[src/rtl/id_ex_ctrl_reg.sv]
// ID/EX decode-and-register stage: RV32I R/I/load/store decode held behind a valid/ready slot.
// Optional feature macro: ID_EX_ILLEGAL_TRAP_EN (adds illegal_o and forwards unsupported opcodes as traps).
module id_ex_ctrl_reg (
  input  logic        clk_i,
  input  logic        rst_n_i,
  input  logic [31:0] instr_i,
  input  logic        valid_i,
  output logic        ready_o,
  input  logic        stall_i,
  input  logic        flush_i,
  input  logic        ready_i,
  output logic        valid_o,
  output logic [9:0]  funct_o,
  output logic [1:0]  aluop_o,
  output logic [4:0]  rd_o,
  output logic [4:0]  rs1_o,
  output logic [4:0]  rs2_o,
  output logic [31:0] imm_o,
  output logic        reg_write_o,
  output logic        mem_read_o,
  output logic        mem_write_o,
  output logic        mem_to_reg_o,
`ifdef ID_EX_ILLEGAL_TRAP_EN
  output logic        illegal_o,
`endif
  output logic        alu_src_o
);

  localparam logic [6:0] OP_R     = 7'b0110011;
  localparam logic [6:0] OP_I     = 7'b0010011;
  localparam logic [6:0] OP_LOAD  = 7'b0000011;
  localparam logic [6:0] OP_STORE = 7'b0100011;

  typedef struct packed {
    logic [9:0]  funct;
    logic [1:0]  aluop;
    logic [4:0]  rd;
    logic [4:0]  rs1;
    logic [4:0]  rs2;
    logic [31:0] imm;
    logic        reg_write;
    logic        mem_read;
    logic        mem_write;
    logic        mem_to_reg;
    logic        alu_src;
  } ctrl_t;

  localparam ctrl_t BUBBLE = '0;

  // Decode one instruction; unsupported opcodes come back as an all-zero bubble.
  function automatic ctrl_t decode_instr(input logic [31:0] ins);
    ctrl_t c;
    c = BUBBLE;
    case (ins[6:0])
      OP_R: begin
        c.funct     = {ins[31:25], ins[14:12]};
        c.aluop     = 2'b11;
        c.rd        = ins[11:7];
        c.rs1       = ins[19:15];
        c.rs2       = ins[24:20];
        c.reg_write = 1'b1;
      end
      OP_I: begin
        c.funct     = {7'd0, ins[14:12]};
        c.aluop     = 2'b10;
        c.rd        = ins[11:7];
        c.rs1       = ins[19:15];
        c.imm       = {{20{ins[31]}}, ins[31:20]};
        c.reg_write = 1'b1;
        c.alu_src   = 1'b1;
      end
      OP_LOAD: begin
        c.funct      = {7'd0, ins[14:12]};
        c.aluop      = 2'b01;
        c.rd         = ins[11:7];
        c.rs1        = ins[19:15];
        c.imm        = {{20{ins[31]}}, ins[31:20]};
        c.reg_write  = 1'b1;
        c.mem_read   = 1'b1;
        c.mem_to_reg = 1'b1;
        c.alu_src    = 1'b1;
      end
      OP_STORE: begin
        c.funct     = {7'd0, ins[14:12]};
        c.aluop     = 2'b01;
        c.rs1       = ins[19:15];
        c.rs2       = ins[24:20];
        c.imm       = {{20{ins[31]}}, ins[31:25], ins[11:7]};
        c.mem_write = 1'b1;
        c.alu_src   = 1'b1;
      end
      default: c = BUBBLE;
    endcase
    return c;
  endfunction

  ctrl_t pipe_r;
  ctrl_t next_pipe_s;
  ctrl_t dec_s;
  logic  valid_r;
  logic  next_valid_s;
  logic  slot_free_s;
  logic  dec_supported_s;
  logic  illegal_r;
  logic  next_illegal_s;

  // Opcode classification and decode of the offered instruction.
  always_comb begin
    dec_s = decode_instr(instr_i);
    case (instr_i[6:0])
      OP_R, OP_I, OP_LOAD, OP_STORE: dec_supported_s = 1'b1;
      default:                       dec_supported_s = 1'b0;
    endcase
  end

  assign slot_free_s = !valid_r || ready_i;
  assign ready_o     = !stall_i && slot_free_s;

  // Next slot contents: flush beats hold, hold beats stall, then load or drain.
  always_comb begin
    next_valid_s   = valid_r;
    next_pipe_s    = pipe_r;
    next_illegal_s = illegal_r;
    if (flush_i) begin
      next_valid_s   = 1'b0;
      next_pipe_s    = BUBBLE;
      next_illegal_s = 1'b0;
    end else if (!slot_free_s) begin
      next_valid_s   = valid_r;
      next_pipe_s    = pipe_r;
      next_illegal_s = illegal_r;
    end else if (stall_i || !valid_i) begin
      next_valid_s   = 1'b0;
      next_pipe_s    = BUBBLE;
      next_illegal_s = 1'b0;
    end else if (dec_supported_s) begin
      next_valid_s   = 1'b1;
      next_pipe_s    = dec_s;
      next_illegal_s = 1'b0;
    end else begin
      next_pipe_s    = BUBBLE;
`ifdef ID_EX_ILLEGAL_TRAP_EN
      next_valid_s   = 1'b1;
      next_illegal_s = 1'b1;
`else
      next_valid_s   = 1'b0;
      next_illegal_s = 1'b0;
`endif
    end
  end

  // ID/EX pipeline register.
  always_ff @(posedge clk_i or negedge rst_n_i) begin
    if (!rst_n_i) begin
      valid_r   <= 1'b0;
      pipe_r    <= BUBBLE;
      illegal_r <= 1'b0;
    end else begin
      valid_r   <= next_valid_s;
      pipe_r    <= next_pipe_s;
      illegal_r <= next_illegal_s;
    end
  end

  assign valid_o      = valid_r;
  assign funct_o      = pipe_r.funct;
  assign aluop_o      = pipe_r.aluop;
  assign rd_o         = pipe_r.rd;
  assign rs1_o        = pipe_r.rs1;
  assign rs2_o        = pipe_r.rs2;
  assign imm_o        = pipe_r.imm;
  assign reg_write_o  = pipe_r.reg_write;
  assign mem_read_o   = pipe_r.mem_read;
  assign mem_write_o  = pipe_r.mem_write;
  assign mem_to_reg_o = pipe_r.mem_to_reg;
  assign alu_src_o    = pipe_r.alu_src;

`ifdef ID_EX_ILLEGAL_TRAP_EN
  assign illegal_o = illegal_r;
`else
  // Without the trap option the flag can never be set and has no consumer.
  logic unused_illegal_s;
  assign unused_illegal_s = illegal_r;
`endif

endmodule

[config.mk]
export PLATFORM = sky130hd
export DESIGN_NAME = id_ex_ctrl_reg
export DESIGN_NICKNAME = d
export VERILOG_FILES = /design/src/rtl/id_ex_ctrl_reg.sv
export SDC_FILE = /design/constraint.sdc
export NUM_CORES = 1
export LEC_CHECK = 0
export BUFFER_PORTS_ARGS = -buffer_cell sky130_fd_sc_hd__clkbuf_2
export CAP_MARGIN = 5
export CELL_PAD_IN_SITES_DETAIL_PLACEMENT = 1
export CELL_PAD_IN_SITES_GLOBAL_PLACEMENT = 1
export CORE_MARGIN = 1.5
export CORE_UTILIZATION = 33
export CTS_CLUSTER_SIZE = 30
export DETAILED_ROUTE_END_ITERATION = 10
export HOLD_SLACK_MARGIN = 0.02
export PLACE_DENSITY = 0.86
export SYNTH_ARGS = -nofsm -noshare
export SYNTH_HDL_FRONTEND = slang
export SYNTH_SLANG_ARGS = --single-unit
[constraint.sdc]
create_clock -name clk_i -period 1.7 [get_ports clk_i]
set_input_delay 0.17 -clock clk_i [delete_from_list [all_inputs] [get_ports clk_i]]
set_output_delay 0.17 -clock clk_i [all_outputs]
set_load 0.03 [all_outputs]
# Word-level counts from Yosys, hierarchy flattened
# Cells that the tools add are included.
# totals
ff_bits,65
in_bits,38
wordCells,47
output_inout_bits,66
# op_classes
eq_ne,4
n_reduce_logical,13
n_mux,18
# ops
cell,count
$mux 64,4
$pmux 32 s2,1
$pmux 12 s3,1
$mux 5,3
$eq 7x6->1 const B,2
$mux 1,9
$eq 7x2->1 const B,1
$eq 7x5->1 const B,1
$reduce_or 2->1,3
$reduce_or 3->1,2
$reduce_or 4->1,1
$logic_not 1->1,3
$logic_or 1x1->1,2
$reduce_bool 2->1,1
$logic_and 1x1->1,1

# Longest topological paths before layout
# Gate-level depths: netlist of run 1.
# logic_depth
depth_word,7
mapped_depth,5
depth_no_buf,4

# Worst setup path before layout of run 1
# OpenSTA, ideal clock, no wires.
# synth_path
kind,reg-to-reg
from,register valid_r (netlist: valid_o)
to,"register pipe_r, in the netlist imm_o[30]"
stages_incl_launch_ff,6
t_arrival_ps,1812
period_less_slack_ps,1880
required_time_ps,1632
setup_slack_ps,-180
setup_time_ps,68
path_buffers,1
cell_sequence,dfrtp_1 nand2b_2 nor2b_1 and4_1 clkbuf_1 a22o_1
# synth_between
elab_chain_cells,3
# synth_rtl
element,line_no,rtl
from (decl),100,logic valid_r;
from (signal assigned),159,valid_r <= next_valid_s;
$logic_not 1->1,116,assign slot_free_s = !valid_r || ready_i;
$logic_or 1x1->1,116,
$reduce_bool 2->1 (no line),-,
to (signal assigned),160,pipe_r <= next_pipe_s;
to (decl),97,ctrl_t pipe_r;
# Every way passes these cells.
# A chain may end at the register's enable or synchronous reset.

==> impl_metrics.toml, run 1 <==
[status]
status = "complete, no violations"

[power]
leakage_uw = 0.00137
seqPwrFrac_pct = 53.2
p_sw_uw = 434
p_int_uw = 1540
switching_share_pct = 22.0
power_density_nw_per_um2 = 792
combPwrFrac_pct = 6.5
p_clk_share_pct = 40.3
peakVddDrop_mv = 0.252

[global_routing]
grt_max_degree = 44
first_global_vias = 1518
overflow = 0
antenna_found_initial = 0
track_usage_pct = 16.4
grt_pass1_wl_mm = 7.79

[worst_setup_path]
cp_slowest_cell = "dfrtp_1"
r2r_slack_ns = 0.29
path_cells = "clkbuf_2"
worstSetupPathType = "reg2out"
cp-start-kind = "flop"
critPathArrivalTime_ns = 1.29
critical_path.top_delay_family = "flip-flops"
cp-end-kind = "output pin"
crit_path_max_fanout = 22
cp_num_buf_inv = 1
cpPeakStageDelay_ns = 0.68
cp.required_ns = 1.53

[placement]
portBuffers = 103
gp_congestion = 0.750
hpwl_mm = 3.70
dpl_cell_area_sq_um = 2370
place_ws_ns = 0.189

[synth]
ys_ff_latch = 44
synth.top_cell.area_share_pct = 57.7
synth.avg_cell_area_sq_um = 12.8
synthDistinctLibCells = 27
yosysTopAreaCell = "dfrtp_1"
synth-seq-area-share_pct = 57.7
yosys_warnings = 0
synth_area_sq_um = 1910
postSynthCellCount = 149
syn-num-nets = 187
synth_area_leaders = "dfrtp_1 (58%), a22o_1 (14%), buf_4 (8.3%), nor2b_1 (2.3%), a32o_1 (2.1%)"

[clock_tree]
cts_htree_levels = 2
cts_max_path_buffers = 2
clock_sinks = 44
path_clk_slew_ns = 0.08
clk_latency_ns = 0.30
cts_root_buf = "clkbuf_8"
cts_made_buffers = 5
cts_tree = "built"

[drt]
via_per_inst = 4.86
antenna_left = 0
drt_iter0_markers = 82
wirelength_mm = 5.03
route.detailed.drc = 0
vias = 1496
wl_per_cell_microns = 16.3
dr.pass1.iters = 4

[final_layout]
area_growth_pct = 30.4
design_area_sq_um = 2490
antenna_cells = 0
nets = 273
fill_cells = 638
final_util_pct = 44.9
drive_above_1_share_pct = 52.1

[sta]
hold_violations = 0
finClkSkew_ns = 0.00634
grt_setup_unrepaired = "false"
worst_slew_pin_slew_ns = 0.528
drv_slew = 0
min_period_over_period_pct = 85.7
setup_slack_ns = 0.244
setup_viol_count_final = 0
hold_ws_ns = 0.0837
max_freq_mhz = 687
setup_tns_ns = 0
fin_crit_ns = 1.46
relSlewSlack_pct = 64.8

[floorplan]
die_w_microns = 79.0
io_pins = 104
dieHeight_microns = 79.0
core_sq_um = 5540
start_util_pct = 34.4
die_area_sq_um = 6240
rows = 27

[run]
cap_violations = 0

[hold_path]
hp-class = "in2reg"
-- synthesized netlist by cell type --
master,count
buf_2,2
clkbuf_1,2
dlymetal6s2s_1,1
a21o_1,1
nor3_4,2
a32o_1,4
nor2_1,1
nand2b_2,1
and2b_2,1
dfrtp_1,44
nor2b_1,7
buf_6,2
nand4_1,1
or2b_1,1
a21oi_1,5
buf_4,21
and4_1,1
nand3b_4,1
nor2_4,1
a22o_1,31
a32o_2,1
o21ai_0,5
nor2_2,1
nand2_1,9
o22ai_1,1
nor4_1,1
or4_4,1
-- cell families after synthesis --
kind of cell,after synthesis,share of synthesized area (%)
buffers and inverters,28,11.0
and+or+nand+nor,29,11.0
AOI/OAI and AO/OA,48,20.3
DFF,44,57.7
-- per-stage QoR --
stage               cells  power [uW]
floorplan             149        1110
global placement      299        1190
detailed placement    299        1200
CTS                   308        2000
global route          308        2040
finish                308        1970
-- timing repair --
item                                    in CTS  in global routing
resized for setup                            0                  0
hold endpoints to repair                    18                  0
setup buffers                                0                  0
endpoints found under the setup margin       0                  0
hold buffers                                 1                  0
-- cell usage in the layout (no fill, tap or decap) --
cell / instances
o21ai_0: 5
bufinv_16: 1
nor2b_2: 1
nand2b_2: 1
clkinv_2: 1
or2b_1: 1
nor3_4: 2
dlygate4sd3_1: 1
and2b_2: 1
nor4_1: 1
a21oi_1: 5
nor2_4: 2
nand2_1: 9
nor2_1: 1
nor2b_1: 6
and4_1: 1
clkbuf_8: 5
or4_4: 1
nand3b_4: 1
nand4_1: 1
a32o_2: 1
clkbuf_1: 1
o22ai_1: 1
a32o_1: 4
buf_12: 3
dfrtp_1: 44
clkbuf_2: 103
a22o_1: 31
a21o_1: 1
-- path summary, 6_finish.rpt --
| check | to | from | depth (start not counted) |
|---|---|---|---|
| setup reg to reg | imm_o[2]$_DFFE_PN0P_ | valid_o$_DFFE_PN0P_ | 4 |
| setup / recovery | imm_o[20] | imm_o[30]$_DFFE_PN0P_ | 1 |
| hold reg to reg | reg_write_o$_DFFE_PN0P_ | reg_write_o$_DFFE_PN0P_ | 1 |
| max in group asynchronous | alu_src_o$_DFFE_PN0P_ | rst_n_i | 3 |
| min in group asynchronous | reg_write_o$_DFFE_PN0P_ | rst_n_i | 2 |
| hold / removal | funct_o[2]$_DFFE_PN0P_ | instr_i[14] | 2 |
-- power groups by stage --
stage                     Combinational (uW)  Sequential [uW]  Clock, uW
after floorplan                         38.0             1070          0
after global placement                   125             1070          0
after detailed placement                 128             1070          0
after CTS                                131             1050        818
after global routing                     142             1050        854
final                                    128             1050        794
-- registers in the layout (all words and copies together) (netlist names) --
name,count
rs2_o,5
alu_src_o,1
valid_o,1
rs1_o,5
funct_o,10
rd_o,5
imm_o,12
mem_write_o,1
reg_write_o,1
mem_read_o,1
aluop_o,2
-- per-layer routing --
| metal | GRT usage (%) | vias to the layer above | share of wire [%] |
|---|---|---|---|
| met5 | 0 | - | 0 |
| li1 | - | 700 | - |
| met4 | 5.79 | 0 | 1.6 |
| met3 | 2.87 | 6 | 4.1 |
| met1 | 20.4 | 742 | 41 |
| met2 | 28.5 | 48 | 53 |
-- layout make-up --
cell class              instances  area [sq um]  area share (%)
repair buffers                107           586            23.5
flip-flops and latches         44          1100            44.3
clock inverters                 2          35.0            1.41
multi-input cells              77           603            24.2
clock buffers                   6          72.6            2.92
well taps                      72          90.1            3.62
Power figures use the tool's default switching activity.
==> run 2: changes to the inputs <==
--- a/config.mk
+++ b/config.mk
@@ -15,6 +15,7 @@
 export DETAILED_ROUTE_END_ITERATION = 10
 export HOLD_SLACK_MARGIN = 0.02
 export PLACE_DENSITY = 0.86
+export SETUP_SLACK_MARGIN = 0.4
 export SYNTH_ARGS = -nofsm -noshare
 export SYNTH_HDL_FRONTEND = slang
 export SYNTH_SLANG_ARGS = --single-unit
==> impl_metrics.toml, run 2 (synthesized netlist as in run 1, its figures left out) <==
[hold_path]
hp-class = "in2reg"

[final_layout]
seq_area_sq_um = 1100
final_cell_count_no_fill = 316
fill_cells = 652
design_area_sq_um = 2550
area_growth_pct = 33.9
nets = 281
drive_above_1_share_pct = 54.9
layout_common_cells = "clkbuf_2 (102), dfrtp_1 (42), a22o_1 (31), nand2_1 (9), buf_4 (8)"
antenna_cells = 0
largest_reg_flops = 12
multi_input_area_sq_um = 614
final_common_cell = "clkbuf_2"

[floorplan]
core_sq_um = 5540
io_pins = 104
start_util_pct = 34.4
die_w_microns = 79.0
rows = 27
dieHeight_microns = 79.0
die_area_sq_um = 6240

[status]
status = "complete, no violations"

[power]
leakage_uw = 0.00141
seqPwrFrac_pct = 56.6
p_sw_uw = 417
power_density_nw_per_um2 = 725
p_int_uw = 1430
peakVddDrop_mv = 0.344
switching_share_pct = 22.6
combPwrFrac_pct = 7.2
p_clk_share_pct = 36.2

[worst_setup_path]
worstSetupPathType = "reg2out"
cp-end-kind = "output pin"
critPathArrivalTime_ns = 1.13
cp-start-kind = "flop"
r2r_slack_ns = 0.41
cp.required_ns = 1.53
crit_path_max_fanout = 4

[drt]
antenna_left = 0
drt_iter0_markers = 47
wirelength_mm = 5.08
vias = 1510
via_per_inst = 4.78
route.detailed.drc = 0
wl_per_cell_microns = 16.1
dr.pass1.iters = 4

[global_routing]
grt_max_degree = 30
first_global_vias = 1581
overflow = 0
grt_pass1_wl_mm = 8.14
antenna_found_initial = 0
track_usage_pct = 16.8

[clock_tree]
path_clk_slew_ns = 0.08
cts_htree_levels = 2
cts_max_path_buffers = 2
clock_sinks = 44
cts_tree = "built"
cts_root_buf = "clkbuf_8"
clk_latency_ns = 0.29
cts_made_buffers = 5

[sta]
drv_slew = 0
worst_slew_pin_slew_ns = 0.581
grt_setup_unrepaired = "true"
fin_crit_ns = 1.30
max_freq_mhz = 768
setup_tns_ns = 0
min_period_over_period_pct = 76.6
hold_violations = 0
relSlewSlack_pct = 61.3
hold_ws_ns = 0.101
finClkSkew_ns = 0.00445
setup_viol_count_final = 0
setup_slack_ns = 0.397

[placement]
dpl_cell_area_sq_um = 2350
portBuffers = 103
place_ws_ns = 0.147
hpwl_mm = 3.83
place_inst = 300
gp_congestion = 0.809

[run]
cap_violations = 0
run 2: path summary, 6_finish.rpt:
kind	from	to	depth (start not counted)
worst max-delay path	valid_o$_DFFE_PN0P_	ready_o	3
worst min-delay path	instr_i[15]	rs1_o[0]$_DFFE_PN0P_	2
worst max register to register	valid_o$_DFFE_PN0P_	imm_o[10]$_DFFE_PN0P_	4
worst min register to register	alu_src_o$_DFFE_PN0P_	alu_src_o$_DFFE_PN0P_	2
max in group asynchronous	rst_n_i	rs1_o[3]$_DFFE_PN0P_	3
min in group asynchronous	rst_n_i	rd_o[2]$_DFFE_PN0P_	2
run 2: final cells by class:
cell class	instances	area share [%]
Sequential cell	44	43.2
Timing Repair Buffer	115	25.5
Multi-Input combinational cell	77	24.1
Tap cell	72	3.53
Clock buffer	7	3.38
Clock inverter	1	0.294
run 2: critical path, stage by stage (launching register included):
cell      delay [ns]
dfrtp_2         0.43
nand2b_4        0.10
nor2b_4         0.18
buf_8           0.13
run 2: timing repair:
item,CTS,global route
pin swaps,1,2
buffers inserted,5,2
endpoints found under the setup margin,40,42
hold buffers,1,0
gates resized for setup,5,3
hold endpoints to repair,20,0
run 2: metal layers:
metal	global-route usage [%]	part of all wire (%)	vias up
li1	-	-	714
met1	21.1	42	735
met4	5.26	1.8	0
met2	29.0	51	52
met5	0	0	-
met3	3.56	4.8	9
run 2: power groups by stage:
stage | clock [uW] | combinational (uW) | sequential (uW)
final | 669 | 133 | 1050
after global placement | 0 | 125 | 1070
after detailed placement | 0 | 129 | 1070
after floorplan | 0 | 39.9 | 1070
after global routing | 734 | 146 | 1050
after CTS | 704 | 135 | 1050
run 2: metrics by stage:
| stage | power, uW | util, % |
|---|---|---|
| after floorplan | 1110 | - |
| after global placement | 1190 | 42.4 |
| after detailed placement | 1200 | 42.4 |
| after CTS | 1890 | 45.4 |
| after global routing | 1930 | 46.1 |
| final | 1850 | 46.1 |
